`config.mk`:
```
export PLATFORM = sky130hd
export DESIGN_NAME = tx_block
export DESIGN_NICKNAME = d
export VERILOG_FILES = /design/src/rtl/tx_pkg.sv /design/src/rtl/tx_bit_timer.sv /design/src/rtl/tx_block.sv
export SDC_FILE = /design/constraint.sdc
export NUM_CORES = 1
export LEC_CHECK = 0
export CORE_MARGIN = 2
export CORE_UTILIZATION = 50
export CTS_CLUSTER_DIAMETER = 150
export DETAILED_ROUTE_END_ITERATION = 16
export PLACE_DENSITY = 0.77
export SYNTH_ARGS = -nofsm -noshare
export SYNTH_HDL_FRONTEND = slang
export SYNTH_HIERARCHICAL = 1
export SYNTH_SLANG_ARGS = --single-unit
```
`constraint.sdc`:
```
create_clock -name clk -period 2.38 [get_ports clk]
set_input_delay 0.476 -clock clk [delete_from_list [all_inputs] [get_ports clk]]
set_output_delay 0.476 -clock clk [all_outputs]
set_load 0.05 [all_outputs]
```
`src/rtl/tx_pkg.sv`:
```
// Shared definitions for the serial transmitter.
//   tx_state_e : frame FSM states
//   DATA_BITS  : data bits per frame
//   FRAME_BITS : total bits per frame (start + data + stop)
package tx_pkg;

  typedef enum logic [1:0] {
    IDLE  = 2'd0,
    START = 2'd1,
    DATA  = 2'd2,
    STOP  = 2'd3
  } tx_state_e;

  localparam int DATA_BITS  = 8;
  localparam int FRAME_BITS = 10;

endpackage : tx_pkg

```
`src/rtl/tx_bit_timer.sv`:
```
// Bit timing for the serial transmitter.
//   clk, n_rst  : clock, asynchronous active-low reset
//   run         : a frame is on the line; counter idles at 0 otherwise
//   data_phase  : FSM is shifting data bits; bit index counts only here
//   bit_end     : high in the last cycle of every bit period
//   bit_idx     : index of the data bit currently on the line (0..7)
module tx_bit_timer
  import tx_pkg::*;
#(
  parameter int BIT_PERIOD = 10
) (
  input  logic       clk,
  input  logic       n_rst,
  input  logic       run,
  input  logic       data_phase,
  output logic       bit_end,
  output logic [2:0] bit_idx
);

  // 8 bits covers the full legal BIT_PERIOD range of 2..255.
  logic [7:0] cnt;

  assign bit_end = run && (cnt == 8'(BIT_PERIOD - 1));

  // NOTE: sequential state uses non-blocking assignments so every register
  // samples the pre-edge values of its neighbours.
  always_ff @(posedge clk or negedge n_rst) begin
    if (!n_rst) begin
      cnt <= '0;
    end else if (!run || bit_end) begin
      cnt <= '0;
    end else begin
      cnt <= cnt + 8'd1;
    end
  end

  always_ff @(posedge clk or negedge n_rst) begin
    if (!n_rst) begin
      bit_idx <= '0;
    end else if (!data_phase) begin
      bit_idx <= '0;
    end else if (bit_end) begin
      // Leaving DATA after the last bit: start the next frame from bit 0.
      bit_idx <= (bit_idx == 3'(DATA_BITS - 1)) ? 3'd0 : bit_idx + 3'd1;
    end
  end

endmodule : tx_bit_timer

```
`src/rtl/tx_block.sv`:
```
// 8N1 serial transmitter with a one-byte holding buffer.
//   clk, n_rst  : clock, asynchronous active-low reset
//   tx_data     : byte to send, captured when tx_valid && tx_ready
//   tx_valid    : producer offers tx_data
//   tx_ready    : holding buffer empty
//   serial_out  : registered serial line, idle high
//   tx_busy     : start, data or stop bit on the line
//   tx_done     : pulse in the last cycle of each stop bit
module tx_block
  import tx_pkg::*;
#(
  parameter int BIT_PERIOD = 10
) (
  input  logic       clk,
  input  logic       n_rst,
  input  logic [7:0] tx_data,
  input  logic       tx_valid,
  output logic       tx_ready,
  output logic       serial_out,
  output logic       tx_busy,
  output logic       tx_done
);

  tx_state_e  state, state_next;
  logic [7:0] buf_data;
  logic       buf_full;
  logic [7:0] shift_q;
  logic       line_next;
  logic       load;
  logic       shift_en;
  logic       bit_end;
  logic [2:0] bit_idx;
  logic       last_bit;

  tx_bit_timer #(.BIT_PERIOD(BIT_PERIOD)) u_timer (
    .clk        (clk),
    .n_rst      (n_rst),
    .run        (state != IDLE),
    .data_phase (state == DATA),
    .bit_end    (bit_end),
    .bit_idx    (bit_idx)
  );

  assign last_bit = (bit_idx == 3'(DATA_BITS - 1));
  assign tx_ready = !buf_full;
  assign tx_busy  = (state != IDLE);
  assign tx_done  = (state == STOP) && bit_end;

  // The line value is computed for the next state so serial_out can be a
  // plain register and still change on the same edge as the FSM.
  always_comb begin
    // NOTE: every output of this block gets a default first so no path
    // leaves it unassigned and no latch is inferred.
    state_next = state;
    line_next  = serial_out;
    load       = 1'b0;
    shift_en   = 1'b0;
    unique case (state)
      IDLE: begin
        line_next = 1'b1;
        if (buf_full) begin
          state_next = START;
          load       = 1'b1;
          line_next  = 1'b0;
        end
      end
      START: begin
        if (bit_end) begin
          state_next = DATA;
          line_next  = shift_q[0];
        end
      end
      DATA: begin
        if (bit_end) begin
          shift_en = 1'b1;
          if (last_bit) begin
            state_next = STOP;
            line_next  = 1'b1;
          end else begin
            line_next = shift_q[1];
          end
        end
      end
      STOP: begin
        if (bit_end) begin
          // A byte waiting in the buffer starts with no idle gap.
          if (buf_full) begin
            state_next = START;
            load       = 1'b1;
            line_next  = 1'b0;
          end else begin
            state_next = IDLE;
            line_next  = 1'b1;
          end
        end
      end
      default: begin
        state_next = IDLE;
        line_next  = 1'b1;
      end
    endcase
  end

  always_ff @(posedge clk or negedge n_rst) begin
    if (!n_rst) begin
      state      <= IDLE;
      serial_out <= 1'b1;
      shift_q    <= '0;
    end else begin
      state      <= state_next;
      serial_out <= line_next;
      if (load) begin
        shift_q <= buf_data;
      end else if (shift_en) begin
        shift_q <= shift_q >> 1;
      end
    end
  end

  // Load only happens while the buffer is full and accept only while it is
  // empty, so the two branches can never compete in one cycle.
  always_ff @(posedge clk or negedge n_rst) begin
    if (!n_rst) begin
      // NOTE: the data byte is reset too; it is a single register, not a
      // memory, and a known value keeps the line deterministic after reset.
      buf_full <= 1'b0;
      buf_data <= '0;
    end else if (load) begin
      buf_full <= 1'b0;
    end else if (tx_valid && tx_ready) begin
      buf_full <= 1'b1;
      buf_data <= tx_data;
    end
  end

endmodule : tx_block

```
==> results.py <==
metrics = {
    "synthesis": {
        "syn_nets": 167,
        "synth_cells": 147,
        "synth_edf_count": 0,
        "ys_seq_area_frac": 0.4976,
        "syn_avg_cell_area_um2": 10.62,
        "async_flop_share": 1.000,
        "syn_area_um2": 1561,
        "yosys_register_bits": 31,
        "ys_warn_count": 6,
        "synth_cell_types": 34,
        "synthFlopType": "dfrtp_1",
    },
    "critical_path": {
        "crit_start": "u_timer/cnt[4]",
        "worstPathArrival_ns": 1.82,
        "path_class": "flop to output port",
        "r2r_start": "u_timer/cnt[4]",
        "crit_end": "tx_done",
        "crit_path_start_kind": "flop",
        "worstReg2RegEnd": "state[0]",
        "endpoint_kind": "output port",
        "reg2reg_depth": 6,
        "r2r_slack_ns": 0.38,
        "crit_fanout": 5,
        "required_ns": 1.90,
    },
    "timing": {
        "finalSetupTns_ns": 0,
        "tightest_slew_ns": 0.5026,
        "rsz0062_at_grt": "no",
        "skew_ns": 0.01135,
        "setup_viol": 0,
        "relSlewSlack": 0.6613,
        "hold_slack_ns": 0.4907,
        "finalHoldViolCount": 0,
        "drv_slew": 0,
        "period_share": 0.9646,
        "finalCriticalPeriod_ns": 2.296,
        "fmax_mhz": 435.6,
    },
    "global_route": {
        "grt_start_max_net_pins": 32,
        "first_global_vias": 1130,
        "gr-total-overflow": 0,
        "antenna_found_initial": 0,
        "grt_pass1_wl_um": 4692,
        "grtUsageTotal": 0.1811,
    },
    "route": {
        "avgViaCountPerCell": 5.726,
        "antenna_left": 0,
        "drtIter0Drc": 28,
        "drt-total-wl_um": 2857,
        "wl_per_cell_um": 13.74,
        "dr_total_vias": 1191,
        "firstDrtPassIters": 4,
        "drc": 0,
    },
    "placement": {
        "gp_congestion": 0.7757,
        "io_buffers": 14,
        "dp_cells": 193,
        "dp_hpwl_um": 2027,
    },
    "power_and_ir_drop": {
        "p_sw_frac": 0.3661,
        "peakVddDrop_v": 0.0005349,
        "clkPwrFrac": 0.180,
        "switching_power_uw": 807.9,
        "p_comb_frac": 0.431,
        "p_seq_frac": 0.388,
        "p_per_area_nw_per_um2": 1159,
        "p_int_uw": 1399,
        "leakagePower_uw": 0.0008804,
    },
    "die": {
        "die-area_um2": 3586,
        "rows": 20,
        "initial_core_util": 0.5200,
        "die_h_um": 59.89,
        "core_um2": 3003,
        "ios": 15,
        "die_x_um": 59.89,
    },
    "final_layout": {
        "final_common_cell": "dfrtp_1",
        "final.fill_count": 242,
        "area_delta_synth_final_pct": 21.96,
        "layout-drive-gt1-share": 0.2114,
        "mostFrequentLayoutCells": "29 x dfrtp_1, 15 x nand2_1, 12 x clkdlybuf4s50_1, 10 x buf_4, 9 x o21ai_1",
        "fin_cells": 208,
        "nets": 194,
        "antenna_cells": 0,
        "ff_latch_area_um2": 778.2,
        "multiInputGateArea_um2": 744.5,
    },
    "cts": {
        "htree_levels": 2,
        "hold_buffers": 0,
        "clk_pin_slew_ns": 0.10,
        "clock_latency_ns": 0.33,
        "cts_sinks": 31,
        "clockRootBuffer": "clkbuf_4",
        "cts_made_buffers": 5,
        "cts_buffer_depth": 2,
        "cts_tree": "yes",
    },
    "outcome": {
        "outcome": "completed",
    },
    "worst_hold_path": {
        "hold_start": "buf_data[4]",
        "whs_path_depth": 2,
        "hp-class": "flop to flop",
    },
    "run": {
        "maxCapViolations": 0,
    },
}
final cells by class:
class | count | share of cell area
well taps | 33 | 0.02168
clock inverters | 1 | 0.01577
inverters | 10 | 0.02168
flip-flops and latches | 31 | 0.4087
repair buffers | 24 | 0.1176
multi-input cells | 102 | 0.3909
clock buffers | 7 | 0.02365
state kept, by name, summed over array words and instances, names as in the netlist:
name             cells
buf_data             8
state                2
u_timer/bit_idx      3
serial_out           1
buf_full             1
shift_q              8
u_timer/cnt          8
kinds of logic (layout without fill, tap and decap cells):
family / Yosys count / after routing / synth area share
xor gates and xnor gates: 2 / 2 / 0.01122
buffers and inverters: 14 / 42 / 0.03526
muxes: 16 / 16 / 0.1098
DFF: 31 / 31 / 0.4976
adders and majority gates: 9 / 9 / 0.07212
and+or+nand+nor: 44 / 44 / 0.1434
AOI/OAI and AO/OA: 31 / 31 / 0.1306
synthesized netlist by cell type (2+ instances only):
cell / count / area share
mux2_2: 8 / 0.058
dfrtp_1: 30 / 0.48
mux2i_1: 7 / 0.045
nor2_1: 8 / 0.019
or4_1: 2 / 0.0096
a21oi_1: 6 / 0.019
or3_1: 3 / 0.012
nor2b_1: 3 / 0.012
o21a_1: 2 / 0.0096
o21ai_0: 8 / 0.026
inv_1: 10 / 0.024
buf_2: 2 / 0.0064
nand2_1: 15 / 0.036
clkbuf_1: 2 / 0.0048
o21ai_1: 9 / 0.029
ha_1: 9 / 0.072
nand3_1: 6 / 0.019
power groups by stage:
stage               clock (µW)  sequential [µW]  combinational, µW
floorplan                    0              856                671
finish                     398              857                952
detailed placement           0              874                879
global placement             0              857                844
global route               432              884               1050
CTS                        407              863                889
routing by layer:
metal  global-route usage  wire, µm
met1               0.2017      1240
met2               0.3090      1454
met3              0.06926       117
met4              0.07302        44
met5                    0         0
worst min path at each step:
stage | endpoint | slack (ns)
2_1_floorplan | buf_data[0] | 0.18
3_3_place_gp | shift_q[5] | 0.47
3_5_place_dp | shift_q[2] | 0.47
4_1_cts | shift_q[0] | 0.50
5_1_grt | u_timer/cnt[0] | 0.51
6_report | shift_q[4] | 0.49
through the flow:
stage | total power [µW] | util | setup WS [ns] | instance area [µm²]
after floorplan | 1527 | - | 0.06548 | 1567
after detailed placement | 1753 | 0.5871 | 0.1945 | 1763
after global placement | 1701 | 0.5871 | 0.2590 | 1763
after global routing | 2363 | 0.6342 | 0.001235 | 1904
after CTS | 2159 | 0.6171 | 0.01472 | 1853
final | 2207 | 0.6342 | 0.08422 | 1904
worst max-delay path, cell delays in order, from the launching register on:
cell     delay (ns)
dfrtp_2        0.44
or4_4          0.59
nor2_4         0.14
and2_2         0.19
buf_12         0.14
what timing repair did:
| action | 4_1_cts | 5_1_grt |
|---|---|---|
| pin swaps | 0 | 1 |
| endpoints found under the setup margin | 2 | 1 |
| gates resized for setup | 4 | 4 |
| buffers inserted | 1 | 6 |
(Power assumes the default switching activity.)
